[src/rtl/td_mac_pkg.sv]
// Shared types and time-base constants for the time-domain MAC blocks.
package td_mac_pkg;

    typedef enum logic [1:0] {
        IDLE    = 2'd0,
        CONVERT = 2'd1,
        OUTPUT  = 2'd2
    } td_state_e;

    // Cycles per DTC count step; common time base with the other DTC/TDC blocks.
    localparam int unsigned DEL_UNIT = 1;

endpackage

[src/rtl/td_mac_lane.sv]
// One DTC/TDC lane: down-counter pulse generator gating its coefficient
// into the shared adder tree while the pulse is active.
module td_mac_lane
    import td_mac_pkg::*;
#(
    parameter int unsigned WIDTH = 8
) (
    input  logic             clk,
    input  logic             rst,
    input  logic             load_i,
    input  logic             step_i,
    input  logic [WIDTH-1:0] x_i,
    input  logic [WIDTH-1:0] w_i,
    output logic [WIDTH-1:0] contrib_o,
    output logic             done_next_o
);

    logic [WIDTH-1:0] cnt_q, cnt_d;
    logic [WIDTH-1:0] coef_q, coef_d;
    logic             active;

    assign active = (cnt_q != '0);

    always_comb begin
        cnt_d  = cnt_q;
        coef_d = coef_q;
        if (load_i) begin
            cnt_d  = x_i;
            coef_d = w_i;
        end else if (step_i && active) begin
            cnt_d = cnt_q - WIDTH'(DEL_UNIT);
        end
    end

    always_ff @(posedge clk) begin
        if (rst) begin
            cnt_q  <= '0;
            coef_q <= '0;
        end else begin
            cnt_q  <= cnt_d;
            coef_q <= coef_d;
        end
    end

    assign contrib_o   = active ? coef_q : '0;
    // Count reaches zero after this step (or is already zero).
    assign done_next_o = (cnt_q <= WIDTH'(DEL_UNIT));

endmodule

[src/rtl/td_mac_array.sv]
// Multi-lane time-domain MAC: lanes integrate their coefficients for x_i
// cycles into a persistent saturating accumulator, with valid/ready on both sides.
module td_mac_array
    import td_mac_pkg::*;
#(
    parameter int unsigned WIDTH = 8,
    parameter int unsigned NCH   = 4,
    parameter int unsigned ACC_W = 24
) (
    input  logic                 clk,
    input  logic                 rst,
    input  logic                 in_valid,
    output logic                 in_ready,
    input  logic [NCH*WIDTH-1:0] in_data,
    input  logic [NCH*WIDTH-1:0] in_coeff,
    input  logic                 acc_clr,
    output logic                 out_valid,
    input  logic                 out_ready,
    output logic [ACC_W-1:0]     out_data,
    output logic                 out_sat
);

    localparam int unsigned SUM_W = WIDTH + $clog2(NCH + 1);
    localparam int unsigned EXT_W = ((SUM_W > ACC_W) ? SUM_W : ACC_W) + 1;

    td_state_e        state_q;
    logic [ACC_W-1:0] acc_q, acc_d;
    logic             sat_q;
    logic             ovf;
    logic             load, step, all_done_next;
    logic [SUM_W-1:0] lane_sum;
    logic [EXT_W-1:0] sum_ext;
    logic [WIDTH-1:0] contrib [NCH];
    logic [NCH-1:0]   done_next;

    assign in_ready  = (state_q == IDLE) && !rst;
    assign out_valid = (state_q == OUTPUT);
    assign out_data  = acc_q;
    assign out_sat   = sat_q;

    assign load = in_ready && in_valid;
    assign step = (state_q == CONVERT);

    for (genvar i = 0; i < NCH; i++) begin : g_lane
        td_mac_lane #(.WIDTH(WIDTH)) u_lane (
            .clk        (clk),
            .rst        (rst),
            .load_i     (load),
            .step_i     (step),
            .x_i        (in_data[i*WIDTH +: WIDTH]),
            .w_i        (in_coeff[i*WIDTH +: WIDTH]),
            .contrib_o  (contrib[i]),
            .done_next_o(done_next[i])
        );
    end

    assign all_done_next = &done_next;

    always_comb begin
        lane_sum = '0;
        for (int unsigned i = 0; i < NCH; i++) begin
            lane_sum = lane_sum + SUM_W'(contrib[i]);
        end
    end

    // Add at a width that cannot wrap; any bit above ACC_W means overflow.
    always_comb begin
        sum_ext = EXT_W'(acc_q) + EXT_W'(lane_sum);
        ovf     = |sum_ext[EXT_W-1:ACC_W];
        acc_d   = ovf ? '1 : sum_ext[ACC_W-1:0];
    end

    always_ff @(posedge clk) begin
        if (rst) begin
            state_q <= IDLE;
            acc_q   <= '0;
            sat_q   <= 1'b0;
        end else begin
            case (state_q)
                IDLE: begin
                    if (in_valid) begin
                        if (acc_clr) begin
                            acc_q <= '0;
                            sat_q <= 1'b0;
                        end
                        state_q <= CONVERT;
                    end
                end
                CONVERT: begin
                    acc_q <= acc_d;
                    sat_q <= sat_q | ovf;
                    if (all_done_next) begin
                        state_q <= OUTPUT;
                    end
                end
                OUTPUT: begin
                    if (out_ready) begin
                        state_q <= IDLE;
                    end
                end
                default: state_q <= IDLE;
            endcase
        end
    end

endmodule
[config.mk]
export PLATFORM = sky130hd
export DESIGN_NAME = td_mac_array
export DESIGN_NICKNAME = d
export VERILOG_FILES = /design/src/rtl/td_mac_pkg.sv /design/src/rtl/td_mac_lane.sv /design/src/rtl/td_mac_array.sv
export SDC_FILE = /design/constraint.sdc
export NUM_CORES = 1
export LEC_CHECK = 0
export CAP_MARGIN = 25
export CORE_UTILIZATION = 40
export CTS_CLUSTER_DIAMETER = 120
export DETAILED_ROUTE_END_ITERATION = 12
export GPL_TIMING_DRIVEN = 0
export SYNTH_ARGS = -nofsm -noshare
export SYNTH_HDL_FRONTEND = slang
export SYNTH_SLANG_ARGS = --single-unit
[constraint.sdc]
create_clock -name clk -period 5.6 [get_ports clk]
set_input_delay 1.68 -clock clk [delete_from_list [all_inputs] [get_ports clk]]
set_output_delay 1.68 -clock clk [all_outputs]
set_load 0.05 [all_outputs]
Word level (Yosys, flattened, before mapping) --
Index checks and enable logic that the tools add are counted.
Storage, ports and cells: bits in registers 91, latch bits 0, RAM bits 0, bits in read-only memories 0, input port bits 69, output and inout bits 27, logic and storage cells 73, memories 0
Operators by class: add/subtract/negate cells 8, multipliers 0, divide/modulo/power cells 0, $lt $le $gt $ge 4, equality and inequality tests 6, shifts and indexed selects 0, muxes and demuxes 23, bitwise logic cells 1, reduce and logical (&&, ||, !) cells 20
Operators with widths (number):
- $mux W8 | 12
- $mux W24 | 3
- $pmux W24 S2 | 1
- $le A8 B1 Y1 const B | 4
- $reduce_bool A8 Y1 | 4
- $sub A8 B1 Y8 const B | 4
- $add A24 B11 Y25 | 1
- $add A10 B8 Y11 | 1
- $add A9 B8 Y10 | 1
- $reduce_bool A2 Y1 | 5
- $add A8 B8 Y9 | 1
- $logic_and A1 B1 Y1 | 6
- $mux W2 | 3
- $ne A2 B2 Y1 const B | 3
- $pmux W2 S3 | 1
- $reduce_and A3 Y1 | 2
- $reduce_and A4 Y1 | 1
- $eq A2 B1 Y1 const B | 1
- $eq A2 B2 Y1 const B | 1
- $logic_not A2 Y1 | 1
- $mux W1 | 2
- $ne A2 B1 Y1 const B | 1
- $pmux W1 S2 | 1
- $logic_not A1 Y1 | 1
- $or A1 B1 Y1 | 1

Depth between registers and ports, before layout --
Gate-level depths: netlist of run 1.
depth in word-level cells 8, mapped depth 20, mapped depth without buffers 18

Cells and area by module --
A second synthesis of run 1 with hierarchy kept.
Second synthesis, totals: cells, all modules 747, area, all modules 6273.5 um^2
Modules (own cells, without submodules):
- td_mac_lane | instances 4, cells each 106, area an instance 920.9 um^2, seq. area each 320.3 um^2
- td_mac_array | instances 1, cells each 323, area an instance 2590.0 um^2, seq. area each 540.5 um^2

Worst setup path before layout of run 1 --
OpenSTA, ideal clock, no wires.
kind in2out, start point input port rst, end point output port in_ready, arrival 2953 ps, required time 3920 ps, setup slack 967 ps, stages on the path 2, path buffers 1, cells stage by stage clkbuf_1 -> nor3_1
On the way: longest elaborated chain between the ends 2
Ends and longest elaborated chain:
- from (decl) | line td_mac_array.sv:11 | input logic rst,
- $logic_not A1 Y1 | line td_mac_array.sv:36 | assign in_ready = (state_q == IDLE) && !rst;
- $logic_and A1 B1 Y1 | line td_mac_array.sv:36
- to (decl) | line td_mac_array.sv:13 | output logic in_ready,
Every way passes these cells.

Worst setup path in the final report of run 1 --
start point register g_lane[0].u_lane.cnt_q[4], end point register acc_q[23], in the netlist out_data[23]
On the way: longest elaborated chain between the ends 8
Ends and longest elaborated chain:
- from (decl) | line td_mac_lane.sv:18 | logic [WIDTH-1:0] cnt_q, cnt_d;
- from (signal assigned) | line td_mac_lane.sv:40 | cnt_q <= cnt_d;
- $reduce_bool A8 Y1 | line td_mac_lane.sv:22 | assign active = (cnt_q != '0);
- $mux W8 | line td_mac_lane.sv:45 | assign contrib_o = active ? coef_q : '0;
- $add A8 B8 Y9 | line td_mac_array.sv:62 | lane_sum = lane_sum + SUM_W'(contrib[i]);
- $add A9 B8 Y10 | line td_mac_array.sv:62
- $add A10 B8 Y11 | line td_mac_array.sv:62
- $add A24 B11 Y25 | line td_mac_array.sv:68 | sum_ext = EXT_W'(acc_q) + EXT_W'(lane_sum);
- $mux W24 | line td_mac_array.sv:70 | acc_d = ovf ? '1 : sum_ext[ACC_W-1:0];
- $pmux W24 S2 | line td_mac_array.sv:79 | case (state_q)
- to (signal assigned) | line td_mac_array.sv:76 | acc_q <= '0;
- to (signal assigned) | line td_mac_array.sv:83 | acc_q <= '0;
- to (signal assigned) | line td_mac_array.sv:90 | acc_q <= acc_d;
- to (decl) | line td_mac_array.sv:27 | logic [ACC_W-1:0] acc_q, acc_d;
Every way passes these cells. A chain may end at the register's enable or synchronous reset.

==> metrics, run 1 <==
worst flop-to-flop path startpoint=g_lane[0].u_lane.cnt_q[4]; number of global-route vias before repair=5083; Port-buffer cells=94; CTS Buf Count=9; multiplexer share of the synthesized area=0.744%; Tot GR Track Use=22.5%; RSZ-0062 raised after global routing=false; P_int=1.54 mW; Reg2Reg Depth=17; Synth cell types=61; Mapped Cells=699; most numerous cell in the Yosys netlist=nand2_1; Setup violations, final=0; Post-synth EDFFs=0; Sw Share=37.4%; max cap viols=0; Syn Area/Cell=7.94 um2; Detailed Route WL=15200 um; worst-path fanout max=8; initial drt markers=409; Detail Route Antenna Nets=0; adder-cell share of the synthesized area=14.4%; Worst Setup End Kind=register; total negative slack=0 ns; Starting Density=41.4%; fin util=52.6%; Compound-Gate Fraction of Synth Area=14.6%; ys flop type=dfxtp_1; CP startpoint kind=register; fin crit period=5.18 ns; DPL Wire Length=11900 um; Syn. warnings=0; vias post-DR=5156; Worst EP arrival=5.47 ns; Setup CP Type=register to register; largest net degree at the start of global routing=16; LEAKAGE=2.99 nW; Final #Nets=923; Synth async-reset ratio=0%; Die X=120 um; I/O Pins=96; H-tree level count=3; DR pass1 iterations=5; clock sink total=91; Die Height=120 um; Yosys reg bits=91; met2 Use GR=36.4%; DRC Markers=0; wire length per cell=15.4 um; Via density=5.23; VDD IR max=0.154 mV; worst clock skew=0.00685 ns; Synth area leaders=dfxtp_1 33%, nand2_1 9.7%, fa_1 8.3%; Tightest Pin Transition=0.664 ns; main combinational cell family by area after synthesis=simple AND/OR/NAND/NOR gates; CTS max path bufs=2; gr busiest metal=met2; register area share after synthesis=32.8%; post-synth top area cell=dfxtp_1; CTS tree=yes; initial antenna violation count=0; core box area=13400 um2; XOR/XNOR share of the synthesized area=5.05%; Worst-Skew Late Latency=0.35 ns; Root Buffer Master=clkbuf_16; Synth Net Count=818; cts hold-fix bufs=0; # diodes=0; Reg-to-Reg End=out_data[23]; clock network fraction of design power=27.9%; reg2reg setup slack=0.42 ns; Post-synth top cells=143 x nand2_1, 91 x dfxtp_1, 63 x inv_1; global route total overflow=0; GPL Wtd Cong=0.935; Syn Std Cell Area=5550 um2; worst path required time=5.89 ns; Yosys top cell area share=32.8%; die area=14300 um2; Max Freq=193 MHz; layout cells sized above 1=4.70%; Post-Synth Simple-Gate Area=25.3%; Final Cycle Share=92.5%; min-delay src=g_lane[0].u_lane.coef_q[0]; Rel. slew slack=55.7%; Final Max Slew Viols=0; # rows=42; met1 Use GR=30.6%; global-route wire length before repair=25100 um; CTS clock-pin slew for the worst setup and hold paths=0.07 ns; worst hold path type=register to register; Final Hold Vio Count=0; met3 usage=3.18%; P&R area growth vs syn=27.1%; P_sw=0.922 mW; Reg power frac=32.6%; Hold Path Sink=g_lane[0].u_lane.coef_q[0]; Hold Path Stages=2; status=completed; PwrDens=350 nW/um2; Combinational Power Share=39.5%
-- flip-flops by register name, summed over array words and instances (netlist names) --
name / cells
g_lane.u_lane.coef_q: 32
out_sat: 1
state_q: 2
g_lane.u_lane.cnt_q: 32
out_data: 24
-- cell type report --
cell class,instances,area [um2]
plain buffers,36,155
clock buffers,11,253
clock inverters,5,83.8
fillers,1298,6350
inverters,63,236
multi-input cells,509,3340
flip-flops and latches,91,1820
well taps,176,220
repair buffers,94,941
-- worst max-delay path, stage by stage, from the launching register on --
cell and delay (ns):
dfxtp_1 0.35, nor4_2 0.44, nand3_1 0.37, and2_1 0.31, fa_1 0.38, inv_1 0.08
fa_1 0.44, fa_1 0.48, inv_1 0.07, ha_1 0.18, inv_1 0.06, fa_1 0.41
nor2b_1 0.18, o2111ai_1 0.16, a21oi_1 0.37, nor2_1 0.22, or4_1 0.52, nand4_1 0.09
-- worst max-delay path by stage --
stage	start	endpoint	slack [ns]	cells after the start
4_1_cts	g_lane[0].u_lane.cnt_q[4]	out_data[23]	0.21	17
3_5_place_dp	g_lane[0].u_lane.cnt_q[4]	out_data[23]	0.22	17
3_3_place_gp	g_lane[0].u_lane.cnt_q[4]	out_data[19]	0.29	17
5_1_grt	g_lane[0].u_lane.cnt_q[4]	out_data[23]	0.07	17
2_1_floorplan	rst	in_ready	0.97	2
6_report	g_lane[0].u_lane.cnt_q[4]	out_data[23]	0.42	17
-- power groups by stage --
| stage | sequential [mW] | combinational (mW) | clock [mW] |
|---|---|---|---|
| 2_1_floorplan | 0.859 | 0.649 | 0 |
| 3_3_place_gp | 0.812 | 0.950 | 0 |
| 3_5_place_dp | 0.816 | 0.967 | 0 |
| 4_1_cts | 0.802 | 0.974 | 0.698 |
| 5_1_grt | 0.815 | 1.10 | 0.724 |
| 6_report | 0.804 | 0.974 | 0.688 |
-- metrics by stage --
stage,power (mW),setup slack (ns),std cells,hold slack [ns],instance area [um2]
after CTS,2.47,0.206,985,0.453,7050
after global placement,1.76,0.287,969,0.441,6710
after global routing,2.64,0.0693,985,0.470,7050
after detailed placement,1.78,0.216,969,0.443,6710
after floorplan,1.51,0.967,699,0.429,5550
final,2.47,0.419,985,0.454,7050
-- cell usage in the layout (no fill, tap or decap), drive strengths merged, types with 4 or more instances in the layout --
cell,n
nor3,14
nand3b,4
clkbuf,37
a21o,7
nor2,44
and2,11
ha,27
o21ai,22
o211ai,10
xor2,10
buf,10
nand3,45
nor4,6
a211oi,24
nor2b,4
xnor2,22
inv,64
a31oi,6
nand4,9
nand2,144
dfxtp,91
o311ai,4
a21oi,24
fa,23
clkdlybuf4s50,94
-- per-layer routing --
metal  share of wire [%]  wire, um
met1                  48      7300
met2                  45      6890
met3                 4.9       740
met4                 1.9       283
met5                   0         0
-- repair_timing --
item                       4_1_cts  5_1_grt
setup endpoints to repair        0        4
buffers inserted                 0        0
gates resized for setup          0        1
-- cell families (layout without fill, tap and decap cells) --
family / Yosys count / after routing
buffers and inverters: 99 / 209
AND/OR/NAND/NOR: 303 / 303
adder cells (fa/ha/maj): 50 / 50
AO/OA/AOI/OAI: 120 / 120
flip-flops: 91 / 91
XOR/XNOR: 32 / 32
multiplexers: 4 / 4
(Power assumes the default switching activity.)
==> run 2, diff against run 1 <==
Settings changed: GPL_TIMING_DRIVEN 0 to 1.
==> run 2 against run 1 <==
Compared with the run above:
- register-to-register slack improved by 0.06 ns
- global-route usage down 1.3 points
- die area is the same
- via count shrank 2.3%
- sequential share of layout area is 0.46 points higher
==> metrics, run 2 (synthesis results as in run 1) <==
status=completed (unchanged); Critical Path Most Common Cell=fa_1 (unchanged); largest net degree at the start of global routing=53 (was 16); Final #Nets=896 (was 923); initial antenna violation count=0 (unchanged); global-route wire length before repair=24100 um (was 25100 um); H-tree level count=3 (unchanged); CTS max path bufs=2 (unchanged); LEAKAGE=2.94 nW (was 2.99 nW); total power=2.34 mW (was 2.47 mW); PostCTS Resize Cnt=0 (unchanged); Final Instance Area=6930 um2 (was 7050 um2); die area=14300 um2 (unchanged); CP startpoint kind=register (unchanged); Worst EP arrival=5.40 ns (was 5.47 ns); DPL Wire Length=10600 um (was 11900 um); crit path cell chain=nor4_1 > nand4_1 > and2_1 > fa_1 > inv_1 > fa_1 > fa_1 > inv_1 > ha_1 > inv_1 > fa_1 > nor2b_1 > o2111ai_1 > a21oi_1 > nor2_1 > or4_1 > nand4_1 (was nor4_2 > nand3_1 > and2_1 > fa_1 > inv_1 > fa_1 > fa_1 > inv_1 > ha_1 > inv_1 > fa_1 > nor2b_1 > o2111ai_1 > a21oi_1 > nor2_1 > or4_1 > nand4_1); P&R area growth vs syn=24.9% (was 27.1%); Max Freq=195 MHz (was 193 MHz); Starting Density=41.4% (unchanged); CP max stage delay=0.50 ns (was 0.52 ns); postcts setup bufs=0 (unchanged); DRC Markers=0 (unchanged); Port-buffer cells=95 (was 94); Die X=120 um (unchanged); fin util=51.7% (was 52.6%); # rows=42 (unchanged); Crit path max-delay family=simple AND/OR/NAND/NOR gates (unchanged); highest-delay cell along the critical path=or4_1 (unchanged); max cap viols=0 (unchanged); Worst Setup End Kind=register (unchanged); Via density=5.27 (was 5.23); Fill cells=1293 (was 1298); global route total overflow=0 (unchanged); CTS Buf Count=9 (unchanged); most frequent cells in the layout=142 x nand2_1, 94 x clkdlybuf4s50_1, 91 x dfxtp_1, 63 x inv_1, 44 x nand3_1 (was 143 x nand2_1, 94 x clkdlybuf4s50_1, 91 x dfxtp_1, 63 x inv_1, 44 x nand3_1); cts hold-fix bufs=0 (unchanged); Tightest Pin Transition=0.943 ns (was 0.664 ns); I/O Pins=96 (unchanged); GPL Wtd Cong=0.914 (was 0.935); Setup CP Type=register to register (unchanged); DR pass1 iterations=5 (unchanged); initial drt markers=300 (was 409); Root Buffer Master=clkbuf_16 (unchanged); Hold Slack=0.449 ns (was 0.454 ns); # diodes=0 (unchanged); worst path required time=5.88 ns (was 5.89 ns); CTS clock-pin slew for the worst setup and hold paths=0.06 ns (was 0.07 ns); Setup violations, final=0 (unchanged); RSZ-0062 raised after global routing=false (unchanged); Final Cycle Share=91.5% (was 92.5%); Final Hold Vio Count=0 (unchanged); PwrDens=337 nW/um2 (was 350 nW/um2); Worst-Skew Late Latency=0.35 ns (about the same); worst-path fanout max=11 (was 8); Tot GR Track Use=21.2% (was 22.5%); wire length per cell=14.8 um (was 15.4 um); most common cell after layout, fill and taps aside=nand2_1 (unchanged); VDD IR max=0.153 mV (was 0.154 mV); vias post-DR=5036 (was 5156); number of global-route vias before repair=4951 (was 5083); Die Height=120 um (unchanged); Detailed Route WL=14200 um (was 15200 um); layout cells sized above 1=4.87% (was 4.70%); Final Max Slew Viols=0 (unchanged); Rel. slew slack=36.9% (was 55.7%); Critical path buffers and inverters=3 (unchanged); worst clock skew=0.00735 ns (was 0.00685 ns); DP Area=6650 um2 (was 6710 um2); fin crit period=5.12 ns (was 5.18 ns); clock sink total=91 (unchanged); worst hold path type=register to register (unchanged); Detail Route Antenna Nets=0 (unchanged); total negative slack=0 ns (unchanged); CTS tree=yes (unchanged); core box area=13400 um2 (unchanged)
## run 2: cell count changes in the layout (fill, tap and decap cells not counted), sizes merged
cell / before / now
buf: 10 / 9
bufinv: 2 / 0
clkbuf: 37 / 12
inv: 64 / 63
## run 2: power by group
part	internal [mW]	total, mW	switching (mW)	leakage, nW
clock network	0.320	0.568	0.249	0.131
logic	0.397	0.963	0.567	2.07
registers	0.732	0.806	0.0746	0.746
total	1.45	2.34	0.890	2.94
## run 2: per-stage QoR
stage          worst slack [ns]  instances
3_5_place_dp              0.394        941
5_1_grt                   0.146        956
3_3_place_gp              0.537        940
6_report                  0.477        956
4_1_cts                   0.369        955
2_1_floorplan             0.967        699
## run 2: worst min-delay path: cells and delay by family (launching register included)
kind | cells | cell delay [ns]
and+or+nand+nor | 2 | 0.11
DFF | 1 | 0.30
## run 2: per-layer routing
metal  up-vias  GRT usage [%]  wire length (um)
li1       2513              -                 -
met1      2361           28.4              6960
met2       146           34.4              6410
met3        16           2.99               563
met4         0           8.44               239
met5         -              0                 0
## run 2: cell type report
class,count,area (um2),area share (%)
Multi-Input combinational cell,509,3340,48.3
Sequential cell,91,1820,26.3
Timing Repair Buffer,103,1040,15.0
Clock buffer,12,256,3.70
Inverter,63,236,3.41
Tap cell,176,220,3.18
Clock inverter,2,12.5,0.181
## run 2: final timing paths
check,slack (ns),cells after the start,from,end
hold / removal,0.45,2,g_lane[2].u_lane.coef_q[5],g_lane[2].u_lane.coef_q[5]
setup / recovery,0.48,17,g_lane[1].u_lane.cnt_q[2],out_data[23]
setup reg to reg,0.48,17,g_lane[1].u_lane.cnt_q[2],out_data[23]
hold reg to reg,0.45,2,g_lane[2].u_lane.coef_q[5],g_lane[2].u_lane.coef_q[5]
